$ cat config.mk
export PLATFORM = sky130hd
export DESIGN_NAME = pc_sequencer
export DESIGN_NICKNAME = d
export VERILOG_FILES = /design/src/rtl/kgp_risc_pkg.sv /design/src/rtl/return_addr_stack.sv /design/src/rtl/pc_sequencer.sv
export SDC_FILE = /design/constraint.sdc
export NUM_CORES = 1
export LEC_CHECK = 0
export BUFFER_PORTS_ARGS = -buffer_cell sky130_fd_sc_hd__buf_2
export CORE_UTILIZATION = 41
export CTS_CLUSTER_SIZE = 25
export DETAILED_ROUTE_END_ITERATION = 8
export PLACE_DENSITY_LB_ADDON = 0.3
export RECOVER_POWER = 100
export SKIP_CTS_REPAIR_TIMING = 1
export SLEW_MARGIN = 10
export SYNTH_ARGS = -nofsm -noshare
export SYNTH_HDL_FRONTEND = slang
export SYNTH_SLANG_ARGS = --single-unit
$ cat constraint.sdc
create_clock -name clk -period 6 [get_ports clk]
set_input_delay 1.5 -clock clk [delete_from_list [all_inputs] [get_ports clk]]
set_output_delay 1.5 -clock clk [all_outputs]
set_load 0.05 [all_outputs]
$ cat src/rtl/kgp_risc_pkg.sv
// Shared KGP-RISC definitions: pc_control codes, reset vector, flag bit indices,
// and the branch offset helper. Imported by pc_sequencer and the control unit.
package kgp_risc_pkg;

  localparam int unsigned XLEN   = 32;
  localparam int unsigned PCC_W  = 4;
  localparam int unsigned IMM_W  = 26;
  localparam int unsigned FLAG_W = 4;

  // Next-PC codes driven by the control unit
  localparam logic [PCC_W-1:0] PCC_SEQ  = 4'h0;
  localparam logic [PCC_W-1:0] PCC_B    = 4'h1;
  localparam logic [PCC_W-1:0] PCC_BR   = 4'h2;
  localparam logic [PCC_W-1:0] PCC_BZ   = 4'h3;
  localparam logic [PCC_W-1:0] PCC_BNZ  = 4'h4;
  localparam logic [PCC_W-1:0] PCC_BC   = 4'h5;
  localparam logic [PCC_W-1:0] PCC_BNC  = 4'h6;
  localparam logic [PCC_W-1:0] PCC_BS   = 4'h7;
  localparam logic [PCC_W-1:0] PCC_BNS  = 4'h8;
  localparam logic [PCC_W-1:0] PCC_BV   = 4'h9;
  localparam logic [PCC_W-1:0] PCC_BNV  = 4'hA;
  localparam logic [PCC_W-1:0] PCC_CALL = 4'hB;
  localparam logic [PCC_W-1:0] PCC_RET  = 4'hC;

  localparam logic [XLEN-1:0] PC_RESET_VEC = 32'h0000_0000;

  // Bit positions within the packed flag vector
  localparam int unsigned FLAG_Z = 0;
  localparam int unsigned FLAG_C = 1;
  localparam int unsigned FLAG_S = 2;
  localparam int unsigned FLAG_V = 3;

  // Sign-extended word offset in bytes
  function automatic logic [XLEN-1:0] br_offset(input logic [IMM_W-1:0] imm);
    return {{(XLEN-IMM_W-2){imm[IMM_W-1]}}, imm, 2'b00};
  endfunction

endpackage

$ cat src/rtl/return_addr_stack.sv
// Circular return-address stack. When full, a push overwrites the oldest
// entry; pops on an empty stack are ignored. Entries are never cleared.
// Ports: clk, rst (sync, active-high), push, pop, wdata -> rdata (top of
// stack), empty, full.
module return_addr_stack #(
  parameter int unsigned RAS_DEPTH = 8,
  parameter int unsigned DATA_W    = 32
) (
  input  logic              clk,
  input  logic              rst,
  input  logic              push,
  input  logic              pop,
  input  logic [DATA_W-1:0] wdata,
  output logic [DATA_W-1:0] rdata,
  output logic              empty,
  output logic              full
);

  localparam int unsigned PTR_W = $clog2(RAS_DEPTH);
  localparam int unsigned CNT_W = PTR_W + 1;

  logic [DATA_W-1:0] mem_q [RAS_DEPTH];
  logic [PTR_W-1:0]  ptr_q;   // next free slot; wraps naturally (power-of-2 depth)
  logic [CNT_W-1:0]  cnt_q;
  logic [PTR_W-1:0]  top_idx;

  assign top_idx = ptr_q - PTR_W'(1);
  assign rdata   = mem_q[top_idx];
  assign empty   = (cnt_q == '0);
  assign full    = (cnt_q == CNT_W'(RAS_DEPTH));

  // Pointer and occupancy; count saturates so the oldest entry is silently lost
  always_ff @(posedge clk) begin
    if (rst) begin
      ptr_q <= '0;
      cnt_q <= '0;
    end else if (push) begin
      ptr_q <= ptr_q + PTR_W'(1);
      if (!full) cnt_q <= cnt_q + CNT_W'(1);
    end else if (pop && !empty) begin
      ptr_q <= top_idx;
      cnt_q <= cnt_q - CNT_W'(1);
    end
  end

  // Storage is not reset; validity is tracked by cnt_q alone
  always_ff @(posedge clk) begin
    if (push && !rst) mem_q[ptr_q] <= wdata;
  end

endmodule

$ cat src/rtl/pc_sequencer.sv
// Program counter, status flags and return-address stack for KGP-RISC.
// Ports: clk, rst (sync, active-high), pc_en (0 = stall), pc_control (next-PC
// code), jump_imm (signed word offset), reg_target (BR target), flag_wren and
// alu_* (flag load) -> pc, pc_plus4 (combinational), z/carry/sign/overflow
// flags, ras_empty, ras_full, ras_underflow (one-cycle pulse).
// Build option PC_ALIGN_CHECK_EN adds sticky output misalign: an unaligned
// next PC is refused (pc and stack hold).
module pc_sequencer
  import kgp_risc_pkg::*;
#(
  parameter logic [31:0] RESET_VEC = PC_RESET_VEC,
  parameter int unsigned RAS_DEPTH = 8
) (
  input  logic        clk,
  input  logic        rst,
  input  logic        pc_en,
  input  logic [3:0]  pc_control,
  input  logic [25:0] jump_imm,
  input  logic [31:0] reg_target,
  input  logic        flag_wren,
  input  logic        alu_z,
  input  logic        alu_carry,
  input  logic        alu_sign,
  input  logic        alu_overflow,
  output logic [31:0] pc,
  output logic [31:0] pc_plus4,
  output logic        zflag,
  output logic        carryflag,
  output logic        signflag,
  output logic        overflowflag,
  output logic        ras_empty,
  output logic        ras_full,
`ifdef PC_ALIGN_CHECK_EN
  output logic        misalign,
`endif
  output logic        ras_underflow
);

  logic [XLEN-1:0]   pc_q, pc_d, br_tgt, ras_rdata;
  logic [FLAG_W-1:0] flags_q, flags_d;
  logic              under_q, under_d;
  logic              push_req, pop_req, advance;

  assign pc_plus4 = pc_q + 32'd4;
  assign br_tgt   = pc_plus4 + br_offset(jump_imm);

  // Next-PC select; conditional codes arrive already resolved as taken
  always_comb begin
    pc_d     = pc_plus4;
    push_req = 1'b0;
    pop_req  = 1'b0;
    under_d  = 1'b0;
    case (pc_control)
      PCC_B, PCC_BZ, PCC_BNZ, PCC_BC, PCC_BNC,
      PCC_BS, PCC_BNS, PCC_BV, PCC_BNV: pc_d = br_tgt;
      PCC_BR:   pc_d = reg_target;
      PCC_CALL: begin
        pc_d     = br_tgt;
        push_req = 1'b1;
      end
      PCC_RET: begin
        if (!ras_empty) begin
          pc_d    = ras_rdata;
          pop_req = 1'b1;
        end else begin
          under_d = 1'b1;
        end
      end
      default: pc_d = pc_plus4;
    endcase
  end

  always_comb begin
    flags_d         = '0;
    flags_d[FLAG_Z] = alu_z;
    flags_d[FLAG_C] = alu_carry;
    flags_d[FLAG_S] = alu_sign;
    flags_d[FLAG_V] = alu_overflow;
  end

`ifdef PC_ALIGN_CHECK_EN
  logic misalign_q, misalign_hit;
  // Only BR and RET can produce low bits; br_tgt is word aligned by construction
  assign misalign_hit = pc_en && (pc_d[1:0] != 2'b00);
  assign advance      = pc_en && !misalign_hit;
  assign misalign     = misalign_q;

  always_ff @(posedge clk) begin
    if (rst) misalign_q <= 1'b0;
    else     misalign_q <= misalign_q | misalign_hit;
  end
`else
  assign advance = pc_en;
`endif

  // Flags load independently of pc_en so a stalled pipe still records ALU status
  always_ff @(posedge clk) begin
    if (rst) begin
      pc_q    <= RESET_VEC;
      flags_q <= '0;
      under_q <= 1'b0;
    end else begin
      if (advance)   pc_q    <= pc_d;
      if (flag_wren) flags_q <= flags_d;
      under_q <= advance & under_d;
    end
  end

  return_addr_stack #(
    .RAS_DEPTH (RAS_DEPTH),
    .DATA_W    (XLEN)
  ) u_ras (
    .clk   (clk),
    .rst   (rst),
    .push  (advance & push_req),
    .pop   (advance & pop_req),
    .wdata (pc_plus4),
    .rdata (ras_rdata),
    .empty (ras_empty),
    .full  (ras_full)
  );

  assign pc            = pc_q;
  assign zflag         = flags_q[FLAG_Z];
  assign carryflag     = flags_q[FLAG_C];
  assign signflag      = flags_q[FLAG_S];
  assign overflowflag  = flags_q[FLAG_V];
  assign ras_underflow = under_q;

endmodule

==> flow_summary_export.csv, run 1 <==
group,metric,value,unit
detailed_routing,drc_errors,0,
yosys,synth-edff-count,256,
pwr,p_int,3.806,mW
yosys,synth_cells,1018,
hold_path,min_from,"flags_q[3]",
yosys,synth.largest_area_cell,"edfxtp_1",
final_layout,layout-drive-gt1-share,17.63,%
flow_run,cap_violations,5,
final_layout,fill_cells,2975,
cts,cts_sinks,300,
final_layout,fin_util,48.79,%
global_route,overflow,0,
critical_path,crit_path_end_kind,"register",
sta,hold_viol,0,
floorplanning,rows,67,
global_route,grt_pass1_vias,9391,
yosys,synth_most_common_cell,"edfxtp_1",
cts,htreeDepth,2,
sta,layout_min_cycle_time,5275,ps
final_layout,nets,1295,
pwr,leakage,5.852,nW
yosys,yosys_warnings,0,
floorplanning,die_w,188.0,um
detailed_routing,vias_per_cell,5.705,
critical_path,criticalPathCategory,"input port to register",
critical_path,r2r_setup_slack,1320,ps
final_layout,syn_to_final_growth,16.22,%
critical_path,reg2reg_depth,15,
pwr,pwr-share-comb,14.8,%
global_route,grt_pass1_wl,59.28,mm
detailed_routing,drt_iter0_markers,816,
pwr,p_sw_share,27.50,%
placed_design,place_hpwl,26.91,mm
global_route,grtUsageTotal,22.59,%
yosys,synth_area,14180,um2
sta,setup_tns,0,ps
yosys,ys_top_cells_by_count,"edfxtp_1 (256), nand2_1 (91), nor2_1 (72)",
detailed_routing,drtAntennaViolNets,0,
floorplanning,pin_count,141,
placed_design,gp_congestion,0.9195,
pwr,p_seq_share,45.1,%
yosys,avgSynthCellArea,13.93,um2
placed_design,numPortBuffers,140,
yosys,ys_seq_area_share,60.41,%
cts,cts_made_buffers,35,
critical_path,crit_fanout,44,
floorplanning,core_area,33780,um2
critical_path,setup.worst_path.start,"rst",
sta,slew-limit-headroom,-70.35,%
global_route,grt_max_degree,57,
hold_path,hold_path_end,"flags_q[3]",
hold_path,hold_path_depth,2,
cts,clock_latency,520,ps
pwr,clockPowerShare,40.1,%
yosys,yosys-top-cells-area,"edfxtp_1 (54%), mux4_2 (10%), dfxtp_1 (6.2%)",
cts,root_buffer,"clkbuf_16",
cts,tritoncts,"built",
final_layout,fin_cells,1656,
sta,report.final.setup_viol,0,
final_layout,fin_area,16480,um2
sta,finalMaxSlewViolations,124,
pwr,p_sw,1.444,mW
detailed_routing,dr_total_vias,9448,
placed_design,pre_cts_slack,1651,ps
critical_path,r2r-start,"pc[4]",
pwr,irDropWorstVdd,240.6,uV
sta,fmax,189.6,MHz
sta,rsz0062_at_grt,"no",
global_route,antenna_found_initial,0,
yosys,synth.top_cell.area_share,54.20,%
placed_design,place_area,15620,um2
placed_design,dp_cells,1592,
critical_path,r2r_end,"pc[28]",
yosys,async_flop_share,0,%
floorplanning,die_h,188.0,um
cts,clock_path_buffers,3,
sta,fin_worst_skew,19.66,ps
floorplanning,initial_utilization,41.98,%
yosys,synth_ff_type,"edfxtp_1",
outcome,status,"complete, but fails checks",
sta,whs,487.3,ps
yosys,ys_ff_latch,300,
outcome,violations,"capacitance limit, slew limit",
pwr,powerDensity,318.5,nW/um2
sta,max_slew.worst_pin.slew,2554,ps
detailed_routing,drt-total-wl,39.16,mm
cts,clk_pin_slew_worst_paths,60,ps
detailed_routing,drtPass1Iterations,5,
yosys,synthDistinctLibCells,62,
critical_path,required,6090,ps
pwr,total_power,5.249,mW
critical_path,start_kind,"input port",
hold_path,hold_class,"register to register",
critical_path,arrival,5370,ps
yosys,syn-num-nets,1132,
sta,fin_crit_sh,87.91,%
final_layout,n_antenna_cell,0,
detailed_routing,wl_per_cell,23.65,um
sta,timing.final.ws_setup,725.3,ps
floorplanning,dieArea,35340,um2
==> metal layers <==
layer  share of wire (%)  global-route usage, %  vias to the layer above
met1                  44                  31.56                     4728
met3                 7.4                  5.109                       50
met4                 2.1                  5.816                        0
met2                  47                  35.57                      363
li1                    -                      -                     4307
met5                   0                      0                        -
==> worst max-delay path by stage <==
stage | endpoint | slack, ps
floorplan | u_ras.mem_q[2][0] | 210
global placement | pc[28] | 1850
detailed placement | pc[28] | 1650
CTS | pc_plus4[28] | 1220
global route | u_ras.mem_q[7][18] | 560
finish | u_ras.mem_q[7][18] | 730
==> worst max-delay path, cell delays in order <==
cell and delay (ps):
buf_2 70, clkbuf_1 1790, inv_1 820, nand3_1 330, nor2_1 280, clkbuf_1 540
==> flip-flops by register name (all words and copies together) (netlist names) <==
name	cells
flags_q	4
u_ras.mem_q	256
ras_underflow	1
pc	32
u_ras.ptr_q	3
u_ras.cnt_q	4
==> cell type report <==
class | instances | area, um2 | area share, %
flip-flops and latches | 300 | 8572 | 52.00
inverters | 20 | 75.07 | 0.4554
well taps | 448 | 560.5 | 3.401
multi-input cells | 647 | 5328 | 32.32
clock inverters | 19 | 200.2 | 1.215
repair buffers | 177 | 803.3 | 4.873
clock buffers | 45 | 944.7 | 5.731
==> cells in the final DEF (no fill, tap or decap), types with 9 or more instances in the layout <==
| cell type | netlist | layout |
|---|---|---|
| o21ai_0 | 10 | 14 |
| nor2_1 | 72 | 72 |
| nand2_1 | 91 | 91 |
| xnor2_1 | 34 | 33 |
| clkbuf_1 | 33 | 104 |
| a211oi_1 | 12 | 12 |
| buf_4 | 2 | 9 |
| a21o_1 | 12 | 12 |
| inv_1 | 19 | 19 |
| mux4_2 | 64 | 64 |
| a21oi_1 | 56 | 55 |
| clkbuf_16 | 0 | 36 |
| mux2i_1 | 30 | 30 |
| dfxtp_1 | 44 | 43 |
| edfxtp_1 | 256 | 256 |
| nand3_1 | 24 | 24 |
| nand4_1 | 11 | 12 |
| ha_1 | 42 | 41 |
| nor3_1 | 34 | 34 |
| buf_2 | 11 | 68 |
| xor2_1 | 21 | 20 |
| a221oi_1 | 14 | 14 |
| o211ai_1 | 17 | 17 |
==> cell families (layout without fill, tap and decap cells) <==
kind of cell | after synthesis | count (layout) | synth area share [%]
buffers and inverters | 71 | 261 | 2.029
multiplexers | 94 | 94 | 12.28
flip-flops | 300 | 300 | 60.41
adder cells (fa/ha/maj) | 44 | 44 | 3.988
XOR/XNOR | 55 | 55 | 3.397
AO/OA/AOI/OAI | 177 | 177 | 8.417
AND/OR/NAND/NOR | 277 | 277 | 9.475
==> power by group through the flow <==
| stage | sequential [mW] | clock [mW] | combinational (mW) |
|---|---|---|---|
| 6_report | 2.37 | 2.10 | 0.776 |
| 5_1_grt | 2.37 | 2.22 | 0.839 |
| 4_1_cts | 2.37 | 2.13 | 0.796 |
| 3_5_place_dp | 2.41 | 0 | 0.791 |
| 3_3_place_gp | 2.41 | 0 | 0.789 |
| 2_1_floorplan | 2.48 | 0 | 0.476 |
(Power assumes the default switching activity.)
==> run 2: changes to the inputs <==
Settings changed: SYNTH_HIERARCHICAL set to 1.
==> flow_summary_export.csv, run 2 <==
group,metric,value,unit
detailed_routing,drc_errors,0,
pwr,clockPowerShare,38.5,%
final_layout,largest_reg_flops,256,
cts,tritoncts,"built",
yosys,synth_top_family_by_area,"multiplexers",
placed_design,place_hpwl,25.26,mm
yosys,synth_mux_area_share,14.10,%
yosys,synth_adder_area_share,3.522,%
critical_path,criticalPathCategory,"register to primary output",
yosys,synth_compound_gate_area_share,9.599,%
floorplanning,initial_utilization,42.06,%
detailed_routing,drt-total-wl,38.99,mm
hold_path,hold_class,"register to register",
detailed_routing,vias_per_cell,5.851,
sta,finalMaxSlewViolations,148,
pwr,p_sw_share,28.02,%
yosys,synth-edff-count,256,
yosys,synth.top_cell.area_share,52.52,%
pwr,powerDensity,315.6,nW/um2
final_layout,layout_commonest_cell,"edfxtp_1",
yosys,synthDistinctLibCells,77,
critical_path,start_kind,"register",
yosys,synth.largest_area_cell,"edfxtp_1",
final_layout,layout-drive-gt1-share,16.38,%
flow_run,cap_violations,8,
cts,clk_pin_slew_worst_paths,60,ps
yosys,yosys_warnings,6,
cts,cts_sinks,300,
sta,fin_crit_sh,89.97,%
floorplanning,die_h,191.0,um
sta,hold_viol,0,
sta,setup_tns,0,ps
yosys,synth_xor_area_share,3.470,%
yosys,ys_seq_area_share,58.53,%
yosys,ys_top_cells_by_count,"edfxtp_1 (256), nor2_1 (66), nand2_1 (56)",
yosys,avgSynthCellArea,14.58,um2
critical_path,crit_path_end_kind,"primary output",
floorplanning,rows,68,
detailed_routing,wl_per_cell,23.87,um
critical_path,arrival,3900,ps
global_route,grt_pass1_vias,9422,
pwr,pwr-share-comb,16.3,%
detailed_routing,drtAntennaViolNets,0,
pwr,p_seq_share,45.2,%
sta,layout_min_cycle_time,5398,ps
sta,fin_worst_skew,12.91,ps
critical_path,crit_fanout,12,
final_layout,nets,1263,
sta,slew-limit-headroom,-91.55,%
hold_path,hold_path_depth,2,
sta,rsz0062_at_grt,"no",
pwr,p_int,3.814,mW
global_route,grt_pass1_wl,58.64,mm
yosys,synth_cells,1004,
global_route,grtUsageTotal,21.68,%
cts,cts_made_buffers,34,
sta,fmax,185.2,MHz
final_layout,top_register,"u_ras/mem_q",
floorplanning,core_area,34800,um2
placed_design,place_area,15940,um2
cts,clock_path_buffers,3,
yosys,synth_area,14640,um2
final_layout,fin_area,16790,um2
outcome,status,"complete, but fails checks",
cts,htreeDepth,2,
floorplanning,dieArea,36460,um2
yosys,synth_simple_gate_area_share,8.360,%
pwr,p_sw,1.485,mW
placed_design,numPortBuffers,140,
final_layout,syn_to_final_growth,14.69,%
detailed_routing,drt_iter0_markers,738,
detailed_routing,drtPass1Iterations,5,
global_route,antenna_found_initial,1,
yosys,synth_most_common_cell,"edfxtp_1",
cts,root_buffer,"clkbuf_16",
floorplanning,pin_count,141,
yosys,synth_ff_type,"edfxtp_1",
yosys,async_flop_share,0,%
sta,report.final.setup_viol,0,
final_layout,n_antenna_cell,0,
critical_path,reg2reg_depth,14,
pwr,leakage,5.823,nW
yosys,ys_ff_latch,300,
sta,max_slew.worst_pin.slew,2873,ps
yosys,yosys-top-cells-area,"edfxtp_1 (53%), mux4_1 (9.7%), dfxtp_1 (6.0%)",
pwr,irDropWorstVdd,244.1,uV
yosys,syn-num-nets,1114,
outcome,violations,"capacitance limit, slew limit",
placed_design,gp_congestion,0.8632,
final_layout,mostFrequentLayoutCells,"edfxtp_1 (256), clkbuf_1 (91), buf_2 (70), nor2_1 (66), nand2_1 (56)",
global_route,grt_max_degree,53,
critical_path,required,4500,ps
detailed_routing,dr_total_vias,9554,
floorplanning,die_w,191.0,um
cts,clock_latency,510,ps
global_route,overflow,0,
-- run 2: worst max-delay path, stage by stage, from the launching register on --
cell and delay [ps]:
dfxtp_1 410, nand3_1 160, nor3_1 1060, nor2b_1 350
nand2_1 100, xnor2_1 750, clkbuf_1 530
-- run 2: cells by family after synthesis --
logic type                 count (synthesis)
DFF                                      300
xor gates and xnor gates                  55
AOI/OAI and AO/OA                        190
and+or+nand+nor                          245
muxes                                    102
buffers and inverters                     72
adders and majority gates                 40
-- run 2: power by group through the flow --
stage / clock network (mW) / registers [mW] / logic, mW
floorplan: 0 / 2.53 / 0.538
global route: 2.16 / 2.40 / 0.935
CTS: 2.08 / 2.39 / 0.890
global placement: 0 / 2.44 / 0.877
finish: 2.04 / 2.39 / 0.866
detailed placement: 0 / 2.44 / 0.885
-- run 2: through the flow --
| step | power (mW) | hold WS, ps | instances | util [%] | setup WS (ps) |
|---|---|---|---|---|---|
| CTS | 5.366 | 500.5 | 1633 | 48.97 | 1048 |
| finish | 5.299 | 497.3 | 1633 | 48.25 | 601.8 |
| global route | 5.496 | 534.5 | 1633 | 48.25 | 426.6 |
| global placement | 3.313 | 469.1 | 1572 | 45.81 | 1639 |
| floorplan | 3.065 | 525.1 | 1004 | - | 707.7 |
| detailed placement | 3.323 | 478.4 | 1572 | 45.81 | 1549 |
-- run 2: path summary, 6_finish.rpt --
| check | slack (ps) | endpoint | from |
|---|---|---|---|
| max | 600 | pc_plus4[19] | pc[6] |
| min | 500 | flags_q[0] | flags_q[0] |
| max reg2reg | 1130 | pc[29] | pc[6] |
| min reg2reg | 500 | flags_q[0] | flags_q[0] |
-- run 2: per-layer routing --
| layer | track usage (%) | up-vias | routed length, um |
|---|---|---|---|
| li1 | - | 4354 | - |
| met1 | 30.81 | 4819 | 17490 |
| met2 | 34.78 | 328 | 18410 |
| met3 | 3.305 | 51 | 2357 |
| met4 | 5.354 | 2 | 713 |
| met5 | 0 | - | 8 |
-- run 2: layout make-up --
type                            instances  area, um2
Multi-Input combinational cell        632       5713
Sequential cell                       300       8572
Tap cell                              455      569.3
Timing Repair Buffer                  169      774.5
Fill cell                            3076      18010
Inverter                               16      60.06
Clock buffer                           46      969.7
Clock inverter                         15      130.1
==> run 3: changes to the inputs <==
Settings changed: RECOVER_POWER 100 to 25.
==> flow_summary_export.csv, run 3 (synthesized netlist as in run 2, its figures left out) <==
group,metric,value,unit
outcome,status,"complete, but fails checks",
outcome,violations,"capacitance limit, slew limit",
sta,slew-limit-headroom,-94.44,%
pwr,clockPowerShare,38.4,%
critical_path,r2r_setup_slack,1180,ps
critical_path,setup.worst_path.start,"pc[5]",
cts,htreeDepth,2,
cts,clock_latency,510,ps
critical_path,r2r_end,"pc[26]",
cts,cts_sinks,300,
detailed_routing,drtPass1Iterations,5,
sta,finalMaxSlewViolations,49,
global_route,met3_usage,3.305,%
sta,layout_min_cycle_time,5227,ps
floorplanning,rows,68,
detailed_routing,drc_errors,0,
sta,max_slew.worst_pin.slew,2917,ps
floorplanning,core_area,34800,um2
placed_design,gp_congestion,0.8632,
pwr,p_sw_share,28.00,%
cts,cts_made_buffers,34,
global_route,antenna_found_initial,1,
critical_path,path_cells,"nand3_1, nor3_1, nor2b_1, nand2_1, xnor2_1, buf_2",
sta,hold_viol,0,
global_route,grt_max_degree,53,
final_layout,n_antenna_cell,0,
flow_run,cap_violations,1,
pwr,irDropWorstVdd,253.7,uV
cts,clock_path_buffers,3,
sta,report.final.setup_viol,0,
placed_design,place_hpwl,25.26,mm
floorplanning,die_w,191.0,um
critical_path,crit_path_end_kind,"primary output",
sta,setup_tns,0,ps
floorplanning,die_h,191.0,um
critical_path,r2r-start,"pc[5]",
pwr,p_seq_share,45.0,%
sta,fmax,191.3,MHz
final_layout,fill_cells,3022,
global_route,grt_pass1_vias,9422,
cts,root_buffer,"clkbuf_16",
final_layout,layout-drive-gt1-share,23.34,%
floorplanning,pin_count,141,
final_layout,mostFrequentLayoutCells,"edfxtp_1 (256), buf_2 (139), nor2_1 (60), nand2_1 (56), mux4_1 (54)",
critical_path,crit_fanout,12,
global_route,grt_use_met1,30.81,%
cts,tritoncts,"built",
sta,whs,492.7,ps
critical_path,arrival,3730,ps
sta,rsz0062_at_grt,"no",
critical_path,reg2reg_depth,14,
global_route,grt_pass1_wl,58.64,mm
final_layout,nets,1263,
pwr,p_int,3.829,mW
global_route,overflow,0,
critical_path,criticalPathCategory,"register to primary output",
global_route,grtUsageTotal,21.68,%
pwr,powerDensity,313.3,nW/um2
floorplanning,dieArea,36460,um2
final_layout,largest_reg_flops,256,
detailed_routing,vias_per_cell,5.890,
detailed_routing,drt-total-wl,38.95,mm
final_layout,syn_to_final_growth,15.94,%
critical_path,required,4500,ps
detailed_routing,wl_per_cell,23.85,um
sta,fin_worst_skew,14.95,ps
detailed_routing,dr_total_vias,9619,
critical_path,cpPeakStageDelay,1020,ps
detailed_routing,drtAntennaViolNets,0,
global_route,grtUsageMet2,34.78,%
hold_path,hold_class,"register to register",
global_route,top_usage_layer,"met2",
final_layout,top_register,"u_ras/mem_q",
pwr,pwr-share-comb,16.6,%
sta,fin_crit_sh,87.11,%
critical_path,start_kind,"register",
cts,clk_pin_slew_worst_paths,60,ps
placed_design,numPortBuffers,140,
detailed_routing,drt_iter0_markers,758,
pwr,p_sw,1.489,mW
floorplanning,initial_utilization,42.06,%
final_layout,layout_commonest_cell,"edfxtp_1",
pwr,leakage,6.100,nW
critical_path,endpoint,"pc_plus4[19]",
critical_path,crit_slowest_cell,"nor3_1",
==> run 3: how the worst min path moves through the flow <==
stage                   start        endpoint  slack [ps]  depth (start not counted)
2_1_floorplan  u_ras/cnt_q[1]  u_ras/cnt_q[1]         530                          2
3_3_place_gp       flags_q[3]      flags_q[3]         470                          2
3_5_place_dp       flags_q[3]      flags_q[3]         480                          2
4_1_cts            flags_q[3]      flags_q[3]         500                          2
5_1_grt            flags_q[3]      flags_q[3]         530                          2
6_report           flags_q[0]      flags_q[0]         490                          2
==> run 3: power by group through the flow <==
stage / registers [mW] / logic [mW] / clock network (mW)
after CTS: 2.39 / 0.890 / 2.08
after global routing: 2.40 / 0.949 / 2.16
final: 2.39 / 0.881 / 2.04
after global placement: 2.44 / 0.877 / 0
after detailed placement: 2.44 / 0.885 / 0
after floorplan: 2.53 / 0.538 / 0
==> run 3: layout make-up <==
cell class	instances	area, um2	area share (%)
timing repair buffer	169	883.3	5.205
multi-input combinational	632	5787	34.10
clock buffer	46	969.7	5.714
tap	455	569.3	3.354
sequential	300	8572	50.51
inverter	16	60.06	0.3539
clock inverter	15	130.1	0.7667
==> run 3: worst max-delay path, delay by kind of cell, from the launching register on <==
family / cells / cell delay (ps)
AND/OR/NAND/NOR: 4 / 1620
XOR/XNOR: 1 / 760
flip-flops: 1 / 410
buffers and inverters: 1 / 410
==> run 3: metal layers <==
metal,wire length (um),vias up,part of all wire (%)
met3,2624,55,6.7
met4,768,2,2.0
met5,8,-,0.021
met1,17250,4835,44
met2,18290,376,47
li1,-,4351,-
==> run 3: stage by stage <==
step | cells | instance area [um2] | utilization, % | setup WS, ps | power (mW)
2_1_floorplan | 1004 | 14650 | - | 707.7 | 3.065
3_3_place_gp | 1572 | 15940 | 45.81 | 1639 | 3.313
4_1_cts | 1633 | 17040 | 48.97 | 1048 | 5.366
5_1_grt | 1633 | 16970 | 48.77 | 531.0 | 5.510
6_report | 1633 | 16970 | 48.77 | 773.1 | 5.317
3_5_place_dp | 1572 | 15940 | 45.81 | 1549 | 3.323
